<file path="config.mk">
export PLATFORM = sky130hd
export DESIGN_NAME = derandomizer_flat
export DESIGN_NICKNAME = d
export VERILOG_FILES = /design/src/rtl/derandomizer_pkg.sv /design/src/rtl/derandomizer_if.sv /design/src/rtl/derandomizer_gold_seq_gen.sv /design/src/rtl/derandomizer.sv /design/src/flat_wrapper.sv
export SDC_FILE = /design/constraint.sdc
export NUM_CORES = 1
export LEC_CHECK = 0
export ABC_AREA = 1
export CAP_MARGIN = 40
export CORE_MARGIN = 10
export CORE_UTILIZATION = 58
export DETAILED_ROUTE_END_ITERATION = 8
export GPL_ROUTABILITY_DRIVEN = 0
export GPL_TIMING_DRIVEN = 0
export PLACE_DENSITY = 0.8
export REMOVE_ABC_BUFFERS = 1
export SYNTH_ARGS = -nofsm -noshare
export SYNTH_HDL_FRONTEND = slang
export SYNTH_SLANG_ARGS = --single-unit
export TNS_END_PERCENT = 1
</file>
<file path="constraint.sdc">
create_clock -name i_clk -period 2.1 [get_ports i_clk]
set_input_delay 0.315 -clock i_clk [delete_from_list [all_inputs] [get_ports i_clk]]
set_output_delay 0.315 -clock i_clk [all_outputs]
set_load 0.005 [all_outputs]
</file>
<file path="src/rtl/derandomizer_pkg.sv">
// -----------------------------------------------------------------------------
// derandomizer_pkg
// Shared constants and types for the receive-side Gold-sequence derandomizer:
// LFSR width and load values, feedback/output tap masks, rotation codes and
// the framing FSM states.
// -----------------------------------------------------------------------------
package derandomizer_pkg;

  localparam int LFSR_W = 18;
  localparam int CNT_W  = 16;

  // y register always reloads to all ones; x load value is a parameter
  localparam logic [LFSR_W-1:0] Y_INIT = 18'h3FFFF;

  // Feedback taps: x uses x7^x0, y uses y10^y7^y5^y0
  localparam logic [LFSR_W-1:0] X_FB_TAPS = 18'h00081;
  localparam logic [LFSR_W-1:0] Y_FB_TAPS = 18'h004A1;

  // Output taps for the rotation MSB: z1 = x4^x6^x15, z2 = y[15:5] without y7
  localparam logic [LFSR_W-1:0] Z1_TAPS = 18'h08050;
  localparam logic [LFSR_W-1:0] Z2_TAPS = 18'h0FF60;

  typedef enum logic [1:0] {
    ROT_0   = 2'd0,
    ROT_90  = 2'd1,
    ROT_180 = 2'd2,
    ROT_270 = 2'd3
  } rot_e;

  typedef enum logic {
    IDLE   = 1'b0,
    ACTIVE = 1'b1
  } state_e;

  // XOR of the register bits selected by a tap mask
  function automatic logic tap_parity(input logic [LFSR_W-1:0] value,
                                      input logic [LFSR_W-1:0] taps);
    return ^(value & taps);
  endfunction

endpackage

</file>
<file path="src/rtl/derandomizer_if.sv">
// -----------------------------------------------------------------------------
// derandomizer_if
// Streaming bus around the derandomizer.
//   in_*  : received symbol stream (valid/ready, sof, I/Q)
//   out_* : derotated symbol stream (valid/ready, sof, eof, I/Q)
//   err   : one-cycle framing error pulse
// Modports: master = symbol source / sink side, slave = the derandomizer.
// -----------------------------------------------------------------------------
interface derandomizer_if #(
  parameter int W = 8
);

  logic                in_valid;
  logic                in_ready;
  logic                in_sof;
  logic signed [W-1:0] in_i;
  logic signed [W-1:0] in_q;

  logic                out_valid;
  logic                out_ready;
  logic                out_sof;
  logic                out_eof;
  logic signed [W-1:0] out_i;
  logic signed [W-1:0] out_q;

  logic                err;

  modport master (
    output in_valid, in_sof, in_i, in_q, out_ready,
    input  in_ready, out_valid, out_sof, out_eof, out_i, out_q, err
  );

  modport slave (
    input  in_valid, in_sof, in_i, in_q, out_ready,
    output in_ready, out_valid, out_sof, out_eof, out_i, out_q, err
  );

endinterface

</file>
<file path="src/rtl/derandomizer_gold_seq_gen.sv">
// -----------------------------------------------------------------------------
// gold_seq_gen
// Regenerates the 18-bit x/y Gold sequence and presents the 2-bit rotation
// index R for the current symbol.
// Ports:
//   i_clk, i_reset : clock, synchronous active-high reset
//   i_load         : use the INIT state for this symbol (frame start)
//   i_step         : advance the sequence by one symbol
//   o_r[1:0]       : rotation index of the effective (loaded or current) state
// -----------------------------------------------------------------------------
module gold_seq_gen
  import derandomizer_pkg::*;
#(
  parameter logic [LFSR_W-1:0] X_INIT = 18'h00001
) (
  input  logic       i_clk,
  input  logic       i_reset,
  input  logic       i_load,
  input  logic       i_step,
  output logic [1:0] o_r
);

  logic [LFSR_W-1:0] x;
  logic [LFSR_W-1:0] y;
  logic [LFSR_W-1:0] x_eff;
  logic [LFSR_W-1:0] y_eff;

  // A load overrides the stored state for the current symbol, so a frame
  // start both uses INIT and steps from INIT in the same cycle.
  always_comb begin
    x_eff = i_load ? X_INIT : x;
    y_eff = i_load ? Y_INIT : y;
  end

  assign o_r = {tap_parity(x_eff, Z1_TAPS) ^ tap_parity(y_eff, Z2_TAPS),
                x_eff[0] ^ y_eff[0]};

  always_ff @(posedge i_clk) begin
    if (i_reset) begin
      x <= X_INIT;
      y <= Y_INIT;
    end else if (i_step) begin
      x <= {tap_parity(x_eff, X_FB_TAPS), x_eff[LFSR_W-1:1]};
      y <= {tap_parity(y_eff, Y_FB_TAPS), y_eff[LFSR_W-1:1]};
    end else if (i_load) begin
      x <= X_INIT;
      y <= Y_INIT;
    end
  end

endmodule

</file>
<file path="src/rtl/derandomizer.sv">
// -----------------------------------------------------------------------------
// derandomizer
// Receive-side inverse of the Gold-sequence PL scrambler. Each forwarded
// symbol is derotated by exp(-j*R*pi/2) using the regenerated sequence, and
// frames are tracked from sof plus a symbol counter.
// Ports:
//   i_clk, i_reset : clock, synchronous active-high reset
//   bus (slave)    : in_* input stream, out_* output stream, err pulse
// -----------------------------------------------------------------------------
module derandomizer
  import derandomizer_pkg::*;
#(
  parameter int                W         = 8,
  parameter int                FRAME_LEN = 1024,
  parameter logic [LFSR_W-1:0] X_INIT    = 18'h00001
) (
  input logic           i_clk,
  input logic           i_reset,
  derandomizer_if.slave bus
);

  localparam logic signed [W-1:0] MIN_VAL = {1'b1, {(W-1){1'b0}}};
  localparam logic signed [W-1:0] MAX_VAL = {1'b0, {(W-1){1'b1}}};
  localparam logic [CNT_W-1:0]    LAST    = CNT_W'(FRAME_LEN);

  state_e              state;
  logic [CNT_W-1:0]    count;
  logic [CNT_W-1:0]    count_next;
  logic                accept;
  logic                forward;
  logic                frame_err;
  logic                last;
  logic [1:0]          r;
  logic signed [W-1:0] rot_i;
  logic signed [W-1:0] rot_q;

  // The most negative sample has no positive counterpart; clamp it.
  function automatic logic signed [W-1:0] sat_neg(input logic signed [W-1:0] v);
    if (v == MIN_VAL) begin
      return MAX_VAL;
    end
    return -v;
  endfunction

  // Single output stage: a new beat is taken whenever the held one leaves.
  assign bus.in_ready = !bus.out_valid | bus.out_ready;
  assign accept       = bus.in_valid & bus.in_ready;
  assign forward      = accept & (bus.in_sof | (state == ACTIVE));
  assign frame_err    = accept & (bus.in_sof == (state == ACTIVE));
  assign count_next   = bus.in_sof ? CNT_W'(1) : count + CNT_W'(1);
  assign last         = (count_next == LAST);

  gold_seq_gen #(
    .X_INIT (X_INIT)
  ) u_gold_seq_gen (
    .i_clk   (i_clk),
    .i_reset (i_reset),
    .i_load  (accept & bus.in_sof),
    .i_step  (forward),
    .o_r     (r)
  );

  // Derotation by exp(-j*R*pi/2)
  always_comb begin
    rot_i = bus.in_i;
    rot_q = bus.in_q;
    case (rot_e'(r))
      ROT_0: begin
        rot_i = bus.in_i;
        rot_q = bus.in_q;
      end
      ROT_90: begin
        rot_i = bus.in_q;
        rot_q = sat_neg(bus.in_i);
      end
      ROT_180: begin
        rot_i = sat_neg(bus.in_i);
        rot_q = sat_neg(bus.in_q);
      end
      ROT_270: begin
        rot_i = sat_neg(bus.in_q);
        rot_q = bus.in_i;
      end
      default: begin
        rot_i = bus.in_i;
        rot_q = bus.in_q;
      end
    endcase
  end

  // Framing FSM and output register. A sof always starts a new frame, even
  // mid-frame (flagged as an error); beats outside a frame are dropped.
  always_ff @(posedge i_clk) begin
    if (i_reset) begin
      state         <= IDLE;
      count         <= '0;
      bus.out_valid <= 1'b0;
      bus.out_i     <= '0;
      bus.out_q     <= '0;
      bus.out_sof   <= 1'b0;
      bus.out_eof   <= 1'b0;
      bus.err       <= 1'b0;
    end else begin
      bus.err <= frame_err;
      if (forward) begin
        bus.out_valid <= 1'b1;
        bus.out_i     <= rot_i;
        bus.out_q     <= rot_q;
        bus.out_sof   <= bus.in_sof;
        bus.out_eof   <= last;
        if (last) begin
          state <= IDLE;
          count <= '0;
        end else begin
          state <= ACTIVE;
          count <= count_next;
        end
      end else if (bus.out_ready) begin
        bus.out_valid <= 1'b0;
      end
    end
  end

endmodule

</file>
<file path="src/flat_wrapper.sv">
// flat-port wrapper written by rule: the top's interface ports become plain ports
module derandomizer_flat import derandomizer_pkg::*;
#(
  parameter int                W         = 8,
  parameter int                FRAME_LEN = 1024,
  parameter logic [LFSR_W-1:0] X_INIT    = 18'h00001
)
  (i_clk, i_reset, bus_in_valid, bus_in_sof, bus_in_i, bus_in_q, bus_out_ready, bus_in_ready, bus_out_valid, bus_out_sof, bus_out_eof, bus_out_i, bus_out_q, bus_err);
  derandomizer_if #(.W(W)) bus_i ();
  input logic i_clk;
  input logic i_reset;
  input wire logic [$bits(bus_i.in_valid)-1:0] bus_in_valid;
  input wire logic [$bits(bus_i.in_sof)-1:0] bus_in_sof;
  input wire logic [$bits(bus_i.in_i)-1:0] bus_in_i;
  input wire logic [$bits(bus_i.in_q)-1:0] bus_in_q;
  input wire logic [$bits(bus_i.out_ready)-1:0] bus_out_ready;
  output wire logic [$bits(bus_i.in_ready)-1:0] bus_in_ready;
  output wire logic [$bits(bus_i.out_valid)-1:0] bus_out_valid;
  output wire logic [$bits(bus_i.out_sof)-1:0] bus_out_sof;
  output wire logic [$bits(bus_i.out_eof)-1:0] bus_out_eof;
  output wire logic [$bits(bus_i.out_i)-1:0] bus_out_i;
  output wire logic [$bits(bus_i.out_q)-1:0] bus_out_q;
  output wire logic [$bits(bus_i.err)-1:0] bus_err;
  assign bus_i.in_valid = bus_in_valid;
  assign bus_i.in_sof = bus_in_sof;
  assign bus_i.in_i = bus_in_i;
  assign bus_i.in_q = bus_in_q;
  assign bus_i.out_ready = bus_out_ready;
  assign bus_in_ready = bus_i.in_ready;
  assign bus_out_valid = bus_i.out_valid;
  assign bus_out_sof = bus_i.out_sof;
  assign bus_out_eof = bus_i.out_eof;
  assign bus_out_i = bus_i.out_i;
  assign bus_out_q = bus_i.out_q;
  assign bus_err = bus_i.err;
  derandomizer #(.W(W), .FRAME_LEN(FRAME_LEN), .X_INIT(X_INIT)) u_core (.i_clk(i_clk), .i_reset(i_reset), .bus(bus_i));
endmodule
</file>
* Word-level counts from Yosys, hierarchy flattened
Cells that the tools add are included.
Operators by class: add/sub/neg operators 3, equal/unequal tests 7, muxes and demuxes 23, bitwise operators 8, reduce and logical (&&, ||, !) cells 7
Operators with widths (number):
- two-way mux 18 bit | 4
- parity 18 bit | 4
- case mux 8 bit (4 select lines) | 2
- two-way mux 8 bit | 6
- two-way mux 16 bit | 2
- adder 16 x 1 -> 16 bit, second input constant | 1
- == test 16 x 11 -> 1 bit, second input constant | 1
- == test 8 bit, second input constant | 2
- negation 8 bit | 2
- two-way mux 1 bit | 9
- AND 1 bit | 4
- == test 2 bit, second input constant | 2
- == test 2 x 1 -> 1 bit, second input constant | 1
- zero test 2 bit | 1
- OR 1 bit | 2
- nonzero test 2 bit | 1
- bitwise XOR 1 bit | 2
- == test 1 bit | 1
- zero test 1 bit | 1
Storage, ports and cells: bits in registers 73, input bits 21, output and inout bits 21, logic and storage cells 58

* Depth between registers and ports, before layout
Gate-level depths: netlist (run 1).
depth in word-level cells 11, depth in mapped cells 20, depth with buffers taken out 18

* By module
Synthesis (run 1) repeated with hierarchy kept, for this count alone.
Unflattened totals: cell total of the unflattened synthesis 650, area total of the unflattened synthesis 4197.8 µm²
By module, submodules not included:
- derandomizer | times used 1, cells each 417, area each 2572.5 µm², seq. area each 740.7 µm²
- gold_seq_gen | times used 1, cells each 233, area each 1625.3 µm², seq. area each 720.7 µm²

* Worst setup path after synthesis (run 1)
OpenSTA, ideal clock, no wires.
path type input port to flip-flop, start point input port bus_in_sof, end point register u_core.count[4], data arrival time 1892 ps, required time 2030 ps, setup slack 138 ps, stages 8, buffers on the path 3, cells stage by stage clkinv_1 > clkbuf_1 > ha_1 > nor2_1 > clkbuf_1 > clkbuf_1 > nand4_1 > a21oi_1
Between the ends: cells in the longest elaborated chain, start to end 3, elaborated cells on any way between the ends 5
Ends and longest elaborated chain:
- start: declaration | RTL line flat_wrapper.sv:13 | input wire logic [$bits(bus_i.in_sof)-1:0] bus_in_sof;
- two-way mux 16 bit | RTL line derandomizer.sv:50 | assign count_next = bus.in_sof ? CNT_W'(1) : count + CNT_W'(1);
- == test 16 x 11 -> 1 bit | RTL line derandomizer.sv:51 | assign last = (count_next == LAST);
- two-way mux 16 bit | RTL line derandomizer.sv:111 | if (last) begin
- end signal: assignment | RTL line derandomizer.sv:116 | count <= count_next;
- end: declaration | RTL line derandomizer.sv:27 | logic [CNT_W-1:0] count;
Several ways; a longest one is shown, not always the timed one. A chain may end at the register's enable or synchronous reset.

* Worst setup path after layout (run 1)
start point register u_core.bus.out_valid, end point register u_core.bus.out_q[4]
Between the ends: cells in the longest elaborated chain, start to end 9, elaborated cells on any way between the ends 16
Ends and longest elaborated chain:
- start: declaration | RTL line derandomizer_if.sv:35 | output in_ready, out_valid, out_sof, out_eof, out_i, out_q, err
- start signal: assignment | RTL line derandomizer.sv:97 | bus.out_valid <= 1'b0;
- start signal: assignment | RTL line derandomizer.sv:106 | bus.out_valid <= 1'b1;
- start signal: assignment | RTL line derandomizer.sv:119 | bus.out_valid <= 1'b0;
- zero test 1 bit * | RTL line derandomizer.sv:46 | assign bus.in_ready = !bus.out_valid | bus.out_ready;
- OR 1 bit * | RTL line derandomizer.sv:46
- AND 1 bit * | RTL line derandomizer.sv:47 | assign accept = bus.in_valid & bus.in_ready;
- AND 1 bit | RTL line derandomizer.sv:58 | .i_load (accept & bus.in_sof),
- two-way mux 18 bit (on tied branches)
- parity 18 bit | RTL line derandomizer_pkg.sv:38 | return ^(value & taps);
- bitwise XOR 1 bit | RTL line derandomizer_gold_seq_gen.sv:35 | assign o_r = {tap_parity(x_eff, Z1_TAPS) ^ tap_parity(y_eff, Z2_TAPS),
- == test 2 bit, or another cell as far along
- case mux 8 bit (4 select lines) | RTL line derandomizer.sv:67 | case (rot_e'(r))
- end signal: assignment | RTL line derandomizer.sv:108 | bus.out_q <= rot_q;
- end: declaration | RTL line derandomizer_if.sv:35
Mark *: on every way between the ends. The rest lies on a longest branch, timed or not.

==> results of run 1 <==
per-layer routing:
layer	vias up	part of all wire [%]	routed length, um	track usage, %
li1	2477	-	-	-
met1	2472	38	5780	27.9
met2	361	48	7400	41.8
met3	91	9.4	1440	5.01
met4	0	5.1	786	13.7
met5	-	0	0	0
what timing repair did:
action / in CTS / in global routing
pin swaps: 27 / 23
resized for setup: 63 / 41
gates cloned: 12 / 1
endpoints found under the hold margin: 0 / 0
setup buffers: 18 / 8
hold buffers: 0 / 0
endpoints found under the setup margin: 72 / 30
cells by family (layout without fill, tap and decap cells):
group / count (synthesis) / count (layout) / share of synthesized area, %
AOI/OAI and AO/OA: 116 / 116 / 15.8
xor gates and xnor gates: 3 / 3 / 0.571
adders and majority gates: 4 / 4 / 1.09
buffers and inverters: 132 / 179 / 11.8
DFF: 73 / 73 / 31.7
and+or+nand+nor: 389 / 401 / 39.0
worst min path at each step:
stage,from,slack [ps],endpoint,depth (start not counted)
final,i_reset,430,u_core.u_gold_seq_gen.x[12]$_SDFF_PP0_,2
after global routing,i_reset,440,u_core.u_gold_seq_gen.x[12]$_SDFF_PP0_,2
after CTS,i_reset,410,u_core.u_gold_seq_gen.x[12]$_SDFF_PP0_,2
after detailed placement,u_core.bus.out_i[7]$_SDFFE_PP0P_,450,u_core.bus.out_i[7]$_SDFFE_PP0P_,2
after global placement,u_core.state$_SDFFE_PP0P_,450,u_core.state$_SDFFE_PP0P_,2
after floorplan,i_reset,380,u_core.bus.out_i[2]$_SDFFE_PP0P_,1
worst reg2reg max path, cell delays in order (launching register included):
cell and delay (ps):
dfxtp_2 340, nand2_4 110, buf_12 130, nand3_4 140
o21ai_4 140, inv_2 90, nand3_2 70, nand2_2 80
nand2_4 120, buf_6 110, nand3_4 140, buf_6 180
o211ai_1 140, nand3_2 150, nand2_1 80, a21oi_1 50
metrics by stage:
step	instance area [um^2]	setup TNS (ps)
floorplan	4400	-176940
CTS	5760	0
global placement	4940	-416950
finish	5960	-531
detailed placement	5050	-122540
global route	5960	-2140
where the power goes:
part           switching [W]  internal [W]
Sequential         0.0000345       0.00144
Combinational       0.000555      0.000376
Clock               0.000605      0.000621
state kept, by name, summed over array words and instances, names as in the netlist:
register / count
u_core.bus.out_valid: 1
u_core.bus.out_q: 8
u_core.bus.out_eof: 1
u_core.bus.out_i: 8
u_core.bus.err: 1
u_core.u_gold_seq_gen.y: 18
u_core.state: 1
u_core.count: 16
u_core.bus.out_sof: 1
u_core.u_gold_seq_gen.x: 18
cells in the mapped netlist (all sizes together), types with 3 or more instances:
cell / number
nor3: 6
a21oi: 51
buf: 13
a21o: 3
o21ai: 26
or2: 8
o22ai: 8
clkbuf: 28
clkinv: 3
o211ai: 12
nand4: 19
nand3: 101
nand2: 209
nor2: 46
inv: 88
dfxtp: 73
a22oi: 8
xor2: 3
ha: 4
final cells by class:
class,instances,area share (%)
Clock buffer,11,2.54
Clock inverter,5,1.05
Inverter,91,6.04
Multi-Input combinational cell,524,51.0
Sequential cell,73,24.6
Tap cell,102,2.14
Timing Repair Buffer,71,12.5
Timing Repair inverter,1,0.126
==> out/metrics.yaml, run 1 <==
final_layout:
  layout.cells.non_filler: 878
  drive_above_1_share_pct: 21.0
  seq_area_um2: 1460
  n_antenna_cell: 0
  multi_input_area_um2: 3040
  n_fill_cell: 544
  mostFrequentLayoutCell: "nand2_1"
  synthToLayoutAreaGrowth_pct: 29.5
  utilization_pct: 77.2
  layout_common_cells: "nand2_1 (172), nand3_1 (82), inv_1 (80), dfxtp_1 (71), a21oi_1 (43)"
  nets: 796
power:
  fin_total_pwr_w: 0.00363
  p_per_area_nw_per_um2: 610
  ir_worst_vdd_mv: 0.385
  power_leakage_nw: 2.62
job:
  drv_cap: 0
worst_setup_path:
  crit_end: "u_core.bus.out_q[4]$_SDFFE_PP0P_"
  crit_fanout: 6
  critPathMaxStageDelay_ps: 340
  reg2reg_from: "u_core.bus.out_valid$_SDFFE_PP0P_"
  cp_num_buf_inv: 4
  critPathRequiredTime_ps: 2350
  r2r_end: "u_core.bus.out_q[4]$_SDFFE_PP0P_"
  crit_slowest_cell: "dfxtp_2"
  cp-end-kind: "flop"
  worst-setup-path-type: "reg -> reg"
  r2r_cells: 15
  r2r_setup_slack_ps: -80
  cp-startpoint: "u_core.bus.out_valid$_SDFFE_PP0P_"
  arrival_ps: 2430
  worst-path-stages: 15
  crit_chain: "nand2_4 > buf_12 > nand3_4 > o21ai_4 > inv_2 > nand3_2 > nand2_2 > nand2_4 > buf_6 > nand3_4 > buf_6 > o211ai_1 > nand3_2 > nand2_1 > a21oi_1"
  critPathLaunchType: "flop"
  crit_family: "simple AND/OR/NAND/NOR gates"
route:
  vias_per_cell: 6.15
  ant_nets: 0
  vias: 5401
  wl_per_cell_um: 17.5
  drt_iter0_drc: 475
  drc: 0
  dr.pass1.iters: 5
  drt-total-wl_um: 15400
place:
  port_buffers: 41
  dp_hpwl_um: 8100
  place_ws_ps: -2700
  place_inst: 823
floorplan:
  ioPinCount: 42
  fp.dieH_um: 109
  core_area_um2: 7730
  rows: 32
  start_util_pct: 59.6
  dieWidth_um: 109
  fp.dieArea_um2: 11900
synthesis:
  syn-cell-area_um2: 4600
  async_flop_share_pct: 0
  avgSynthCellArea_um2: 6.42
  synth_largest_area_cell: "dfxtp_1"
  yosysTopAreaCellShare_pct: 31.7
  ys.flop_type: "dfxtp_1"
  seq_area_frac_synth_pct: 31.7
  synthDistinctLibCells: 41
  synth_edf_count: 0
  yosysWarningCount: 0
  yosys-top-cells-area: "dfxtp_1 (32%), nand2_1 (16%), nand3_1 (9.7%), inv_1 (6.8%), a21oi_1 (4.7%)"
  synth-seq-cells: 73
  synth_cells: 717
timing:
  slew_headroom_pct: 51.2
  finalClockSkew_ps: 20.4
  worst_slew_pin_slew_ps: 731
  finalCriticalPeriod_ps: 2180
  rsz0062_at_grt: "yes"
  whs_ps: 429
  fmax_mhz: 458
  timing.final.ws_setup_ps: -81.9
  slew_viol_final: 0
  finalHoldViolCount: 0
  period_share_pct: 104
  final-setup-viol-count: 15
grt:
  grt_usage_pct: 24.5
  grt_pass1_vias: 5056
  grt_max_degree: 51
  antenna_found_initial: 0
  grt_pass1_wl_um: 23600
  overflow: 0
cts:
  cts-root-buf: "clkbuf_8"
  cts_buffers: 9
  clk_latency_ps: 360
  clk_path_buf_depth: 2
  h-tree-depth: 3
  path_clk_slew_ps: 80
  cts_sinks: 73
  tritoncts: "done"
run_status:
  violations: "negative setup slack"
  status: "finished, violations left"
hold_path:
  hold_class: "in -> reg"
Power figures use the tool's default switching activity.
==> inputs of run 2 (changes only) <==
==> constraint.sdc (replaced) <==
create_clock -name i_clk -period 2.1 [get_ports i_clk]
set_input_delay 0.42 -clock i_clk [delete_from_list [all_inputs] [get_ports i_clk]]
set_output_delay 0.42 -clock i_clk [all_outputs]
set_load 0.005 [all_outputs]
==> run 2 against run 1 <==
  * The run still ends with negative setup slack left
  * First-iteration DRC count grew 10%
  * Setup slack got worse by 5.9 ps
  * Critical path depth did not move
  * Sequential power hardly changed
  * Sequential cell count is the same
  * Fmax is 0.27% lower
  * Critical path type unchanged
  * Largest cell class unchanged
==> out/metrics.yaml, run 2 (synthesis gave the netlist of run 1 again) <==
run_status:
  status: "finished, violations left"  # unchanged
  violations: "negative setup slack"  # unchanged
worst_setup_path:
  cp-end-kind: "flop"  # unchanged
  crit_end: "u_core.bus.out_i[4]$_SDFFE_PP0P_"  # was u_core.bus.out_q[4]$_SDFFE_PP0P_
  worst-setup-path-type: "reg -> reg"  # unchanged
  arrival_ps: 2440  # was 2430 ps
  crit_slowest_cell: "dfxtp_2"  # unchanged
  crit_chain: "nand2_4 > buf_12 > nand3_4 > o21ai_4 > inv_2 > nand3_2 > nand2_2 > nand2_4 > buf_6 > nand3_4 > buf_6 > o211ai_1 > nand3_1 > nand2_2 > a21oi_2"  # was nand2_4 > buf_12 > nand3_4 > o21ai_4 > inv_2 > nand3_2 > nand2_2 > nand2_4 > buf_6 > nand3_4 > buf_6 > o211ai_1 > nand3_2 > nand2_1 > a21oi_1
  worst-path-stages: 15  # unchanged
  cp-startpoint: "u_core.bus.out_valid$_SDFFE_PP0P_"  # unchanged
  r2r_setup_slack_ps: -90  # was -80 ps
  r2r_end: "u_core.bus.out_i[4]$_SDFFE_PP0P_"  # was u_core.bus.out_q[4]$_SDFFE_PP0P_
  reg2reg_from: "u_core.bus.out_valid$_SDFFE_PP0P_"  # unchanged
  critPathRequiredTime_ps: 2350  # about the same
  cp_num_buf_inv: 4  # unchanged
  r2r_cells: 15  # unchanged
  critPathMaxStageDelay_ps: 340  # about the same
  crit_family: "simple AND/OR/NAND/NOR gates"  # unchanged
  critPathLaunchType: "flop"  # unchanged
  crit_fanout: 6  # unchanged
hold_path:
  hold_class: "reg -> reg"  # was in -> reg
timing:
  slew_viol_final: 0  # unchanged
  finalHoldViolCount: 0  # unchanged
  timing.final.ws_setup_ps: -87.8  # was -81.9 ps
  fmax_mhz: 457  # was 458 MHz
  rsz0062_at_grt: "yes"  # unchanged
  period_share_pct: 104  # about the same
  tns_ps: -438  # was -531 ps
  worst_slew_pin_slew_ps: 742  # was 731 ps
  finalClockSkew_ps: 19.9  # was 20.4 ps
  finalCriticalPeriod_ps: 2190  # was 2180 ps
  slew_headroom_pct: 50.5  # was 51.2%
  final-setup-viol-count: 16  # was 15
floorplan:
  ioPinCount: 42  # unchanged
  fp.dieArea_um2: 11900  # unchanged
  dieWidth_um: 109  # unchanged
  fp.dieH_um: 109  # unchanged
  rows: 32  # unchanged
  core_area_um2: 7730  # unchanged
  start_util_pct: 59.6  # unchanged
grt:
  grt_pass1_vias: 5053  # was 5056
  grt_max_degree: 51  # unchanged
  grt_pass1_wl_um: 23600  # about the same
  grt_usage_pct: 24.5  # about the same
  overflow: 0  # unchanged
  antenna_found_initial: 0  # unchanged
final_layout:
  n_antenna_cell: 0  # unchanged
  stdcell_area_um2: 5970  # was 5960 um^2
  drive_above_1_share_pct: 21.2  # was 21.0%
  layout_common_cells: "nand2_1 (171), nand3_1 (82), inv_1 (79), dfxtp_1 (71), a21oi_1 (43)"  # was nand2_1 (172), nand3_1 (82), inv_1 (80), dfxtp_1 (71), a21oi_1 (43)
  synthToLayoutAreaGrowth_pct: 29.6  # was 29.5%
  nets: 797  # was 796
  layout.cells.non_filler: 879  # was 878
  top_regs: "u_core.u_gold_seq_gen.x: 18 flops, u_core.u_gold_seq_gen.y: 18 flops, u_core.count: 16 flops"  # unchanged
  mostFrequentLayoutCell: "nand2_1"  # unchanged
route:
  drt-total-wl_um: 15600  # was 15400 um
  drt_iter0_drc: 523  # was 475
  vias_per_cell: 6.24  # was 6.15
  vias: 5481  # was 5401
  wl_per_cell_um: 17.7  # was 17.5 um
  dr.pass1.iters: 7  # was 5
  ant_nets: 0  # unchanged
  drc: 0  # unchanged
cts:
  cts-root-buf: "clkbuf_8"  # unchanged
  cts_buffers: 9  # unchanged
  hold_buffers: 0  # unchanged
  clk_latency_ps: 370  # was 360 ps
  cts_sinks: 73  # unchanged
  tritoncts: "done"  # unchanged
  clk_path_buf_depth: 2  # unchanged
  path_clk_slew_ps: 90  # was 80 ps
  h-tree-depth: 3  # unchanged
place:
  place_inst: 823  # unchanged
  place_area_um2: 5050  # unchanged
  dp_hpwl_um: 8100  # unchanged
  port_buffers: 41  # unchanged
  place_ws_ps: -2810  # was -2700 ps
power:
  ir_worst_vdd_mv: 0.383  # was 0.385 mV
  p_per_area_nw_per_um2: 611  # was 610 nW/um^2
  power_leakage_nw: 2.62  # about the same
job:
  drv_cap: 0  # unchanged
-- run 2: worst reg2reg max path: stages (launching register included) --
cell	delay [ps]
dfxtp_2	340
nand2_4	110
buf_12	130
nand3_4	140
o21ai_4	150
inv_2	90
nand3_2	70
nand2_2	80
nand2_4	110
buf_6	110
nand3_4	140
buf_6	180
o211ai_1	110
nand3_1	160
nand2_2	100
a21oi_2	50
-- run 2: power breakdown --
group	internal (W)	switching (W)	leakage [nW]	total [W]
clock network	0.000621	0.000610	0.102	0.00123
registers	0.00144	0.0000350	0.595	0.00148
logic	0.000378	0.000561	1.93	0.000940
total	0.00244	0.00121	2.62	0.00365
-- run 2: area by class of cell --
class	count	area, um^2
fill	541	1760
multi-input combinational	524	3040
clock buffer	11	151
clock inverter	5	62.6
sequential	73	1460
inverter	91	363
timing repair buffer	72	753
tap	102	128
timing repair inverter	1	7.51
-- run 2: routing by layer --
layer	GRT usage (%)	part of all wire, %	vias to the layer above
met3	5.37	11	120
met4	13.5	6.3	0
met5	0	0	-
met1	27.8	36	2460
li1	-	-	2483
met2	41.8	47	418
-- run 2: metrics by stage --
stage	utilization [%]	power [W]	hold slack, ps
finish	77.2	0.00365	469
global route	77.2	0.00377	479
CTS	74.7	0.00356	468
detailed placement	65.3	0.00221	455
global placement	64.0	0.00216	453
floorplan	-	0.00192	439
-- run 2: timing repair --
item,in CTS,in global routing
setup buffers,18,9
resized for setup,66,44
gates cloned,12,1
pin swaps,27,24
setup endpoints to repair,72,30
-- run 2: how the worst min path moves through the flow --
stage                                                start                               end  slack, ps  cells after the start
after global placement           u_core.state$_SDFFE_PP0P_         u_core.state$_SDFFE_PP0P_        450                      2
after CTS                 u_core.bus.out_i[7]$_SDFFE_PP0P_  u_core.bus.out_i[7]$_SDFFE_PP0P_        470                      2
after floorplan               u_core.count[3]$_SDFFE_PP0P_      u_core.count[3]$_SDFFE_PP0P_        440                      2
after detailed placement  u_core.bus.out_i[7]$_SDFFE_PP0P_  u_core.bus.out_i[7]$_SDFFE_PP0P_        450                      2
final                     u_core.bus.out_i[7]$_SDFFE_PP0P_  u_core.bus.out_i[7]$_SDFFE_PP0P_        470                      2
after global routing      u_core.bus.out_i[7]$_SDFFE_PP0P_  u_core.bus.out_i[7]$_SDFFE_PP0P_        480                      2
==> inputs of run 3 (changes only) <==
--- a/config.mk
+++ b/config.mk
@@ -6,7 +6,7 @@
 export NUM_CORES = 1
 export LEC_CHECK = 0
 export ABC_AREA = 1
-export CAP_MARGIN = 40
+export CAP_MARGIN = 0
 export CORE_MARGIN = 10
 export CORE_UTILIZATION = 58
 export DETAILED_ROUTE_END_ITERATION = 8
==> run 3 against run 2 <==
  * Global-route usage is 0.74 points lower
  * Critical path depth is 1 lower
  * Largest cell class unchanged
  * The flow still finishes with violations (negative setup slack)
  * Die area stayed put
  * First-iteration DRC count fell by 11%
  * Clock skew down 12 ps
  * Wire length down 3.6%
  * Sequential cell count is the same
  * Sequential share of layout area rose by 0.18 points
  * Critical endpoint unchanged
  * Count of clock-buffer cells in the layout is the same
==> out/metrics.yaml, run 3 (synthesis gave the netlist of run 1 again) <==
floorplan:
  fp.dieH_um: 109  # unchanged
  fp.dieArea_um2: 11900  # unchanged
  start_util_pct: 59.6  # unchanged
  rows: 32  # unchanged
  dieWidth_um: 109  # unchanged
  core_area_um2: 7730  # unchanged
  ioPinCount: 42  # unchanged
timing:
  fmax_mhz: 457  # about the same
  slew_viol_final: 0  # unchanged
  finalHoldViolCount: 0  # unchanged
  finalClockSkew_ps: 7.71  # was 19.9 ps
  worst_slew_pin_slew_ps: 706  # was 742 ps
  tns_ps: -279  # was -438 ps
  whs_ps: 468  # was 469 ps
  final-setup-viol-count: 8  # was 16
  finalCriticalPeriod_ps: 2190  # about the same
  slew_headroom_pct: 52.9  # was 50.5%
  rsz0062_at_grt: "yes"  # unchanged
  period_share_pct: 104  # about the same
  timing.final.ws_setup_ps: -89.7  # was -87.8 ps
final_layout:
  drive_above_1_share_pct: 20.4  # was 21.2%
  top_regs: "u_core.u_gold_seq_gen.x: 18 flops, u_core.u_gold_seq_gen.y: 18 flops, u_core.count: 16 flops"  # unchanged
  n_antenna_cell: 0  # unchanged
  multi_input_area_um2: 2990  # was 3040 um^2
  nets: 790  # was 797
  layout_common_cells: "nand2_1 (173), nand3_1 (83), inv_1 (81), dfxtp_1 (69), a21oi_1 (43)"  # was nand2_1 (171), nand3_1 (82), inv_1 (79), dfxtp_1 (71), a21oi_1 (43)
  utilization_pct: 76.8  # was 77.2%
  synthToLayoutAreaGrowth_pct: 28.9  # was 29.6%
  seq_area_um2: 1470  # was 1460 um^2
  stdcell_area_um2: 5930  # was 5970 um^2
  mostFrequentLayoutCell: "nand2_1"  # unchanged
  n_fill_cell: 544  # was 541
hold_path:
  hold_class: "reg -> reg"  # unchanged
worst_setup_path:
  cp-end-kind: "flop"  # unchanged
  crit_slowest_cell: "dfxtp_2"  # unchanged
  crit_chain: "nand2_8 > nand3_4 > buf_6 > inv_6 > or2_4 > nand2_4 > o21ai_4 > buf_12 > buf_12 > inv_16 > nand4_1 > nand3_1 > nand2_2 > a21oi_2"  # was nand2_4 > buf_12 > nand3_4 > o21ai_4 > inv_2 > nand3_2 > nand2_2 > nand2_4 > buf_6 > nand3_4 > buf_6 > o211ai_1 > nand3_1 > nand2_2 > a21oi_2
  critPathMaxStageDelay_ps: 390  # was 340 ps
  crit_fanout: 21  # was 6
  worst-setup-path-type: "reg -> reg"  # unchanged
  crit_path_frequent_cell: "buf_12"
  critPathRequiredTime_ps: 2400  # was 2350 ps
  arrival_ps: 2490  # was 2440 ps
  critPathLaunchType: "flop"  # unchanged
cts:
  path_clk_slew_ps: 80  # was 90 ps
  tritoncts: "done"  # unchanged
  hold_buffers: 0  # unchanged
  h-tree-depth: 3  # unchanged
  clk_latency_ps: 360  # was 370 ps
  cts_buffers: 9  # unchanged
  clk_path_buf_depth: 2  # unchanged
  cts_sinks: 73  # unchanged
  cts-root-buf: "clkbuf_8"  # unchanged
power:
  p_per_area_nw_per_um2: 619  # was 611 nW/um^2
  ir_worst_vdd_mv: 0.380  # was 0.383 mV
  p_switching_w: 0.00116  # was 0.00121 W
  fin_total_pwr_w: 0.00367  # was 0.00365 W
  power_frac_comb_pct: 24.9  # was 25.8%
  p_clk_share_pct: 34.8  # was 33.7%
  power_leakage_nw: 2.60  # was 2.62 nW
  power.internal_w: 0.00251  # was 0.00244 W
  power_frac_seq_pct: 40.3  # was 40.5%
  power_switching_share_pct: 31.5  # was 33.1%
route:
  drt-total-wl_um: 15000  # was 15600 um
  wl_per_cell_um: 17.2  # was 17.7 um
  drc: 0  # unchanged
  vias: 5381  # was 5481
  vias_per_cell: 6.18  # was 6.24
  dr.pass1.iters: 5  # was 7
  drt_iter0_drc: 465  # was 523
  ant_nets: 0  # unchanged
grt:
  overflow: 0  # unchanged
  grt_util_met2_pct: 41.0  # was 41.8%
  grt_util_met3_pct: 5.72  # was 5.37%
  busiest_layer: "met2"  # unchanged
  grt_pass1_wl_um: 23300  # was 23600 um
  globalRouteMet1Util_pct: 26.9  # was 27.8%
  grt_pass1_vias: 5024  # was 5053
  antenna_found_initial: 0  # unchanged
  grt_max_degree: 51  # unchanged
  grt_usage_pct: 23.7  # was 24.5%
run_status:
  status: "finished, violations left"  # unchanged
  violations: "negative setup slack"  # unchanged
job:
  drv_cap: 0  # unchanged
place:
  dp_hpwl_um: 8110  # was 8100 um
  port_buffers: 41  # unchanged
  place_area_um2: 5030  # was 5050 um^2
[run 3: cell type report]
cell class	instances	area share, %
multi-input cells	518	50.3
flip-flops and latches	73	24.7
repair buffers	71	12.7
inverters	91	6.28
clock buffers	11	2.38
well taps	102	2.15
clock inverters	4	1.31
repair inverters	1	0.127
[run 3: critical path, delay by kind of cell, from the launching register on]
family | cells | cell delay [ps]
DFF | 1 | 390
and+or+nand+nor | 7 | 1000
AOI/OAI and AO/OA | 2 | 170
buffers and inverters | 5 | 560
[run 3: power by group through the flow]
stage | clock network, W | registers, W | logic [W]
floorplan | 0 | 0.00150 | 0.000420
global placement | 0 | 0.00150 | 0.000661
detailed placement | 0 | 0.00151 | 0.000698
CTS | 0.00127 | 0.00148 | 0.000838
global route | 0.00132 | 0.00148 | 0.000983
finish | 0.00128 | 0.00148 | 0.000916
[run 3: path summary, 6_finish.rpt]
check	from	to	slack, ps	depth (start not counted)
min	u_core.state$_SDFFE_PP0P_	u_core.state$_SDFFE_PP0P_	470	2
max reg2reg	u_core.bus.out_valid$_SDFFE_PP0P_	u_core.bus.out_i[4]$_SDFFE_PP0P_	-90	14
min reg2reg	u_core.state$_SDFFE_PP0P_	u_core.state$_SDFFE_PP0P_	470	2
max	u_core.bus.out_valid$_SDFFE_PP0P_	u_core.bus.out_i[4]$_SDFFE_PP0P_	-90	14
[run 3: repair_timing]
| action | 4_1_cts | 5_1_grt |
|---|---|---|
| cloned | 8 | 1 |
| setup endpoints to repair | 72 | 27 |
| gates resized for setup | 56 | 52 |
| hold endpoints to repair | 0 | 0 |
| setup buffers | 17 | 8 |
| pin swaps | 19 | 21 |
[run 3: per-stage QoR]
stage          worst slack [ps]  instances
2_1_floorplan             -3320        676
3_3_place_gp              -7130        819
3_5_place_dp              -2330        823
4_1_cts                    13.7        863
5_1_grt                    -161        871
6_report                  -89.7        871
[run 3: metal layers]
layer / vias up / part of all wire (%)
met5: - / 0
met4: 0 / 5.0
met3: 93 / 9.8
met2: 368 / 48
met1: 2457 / 38
li1: 2463 / -
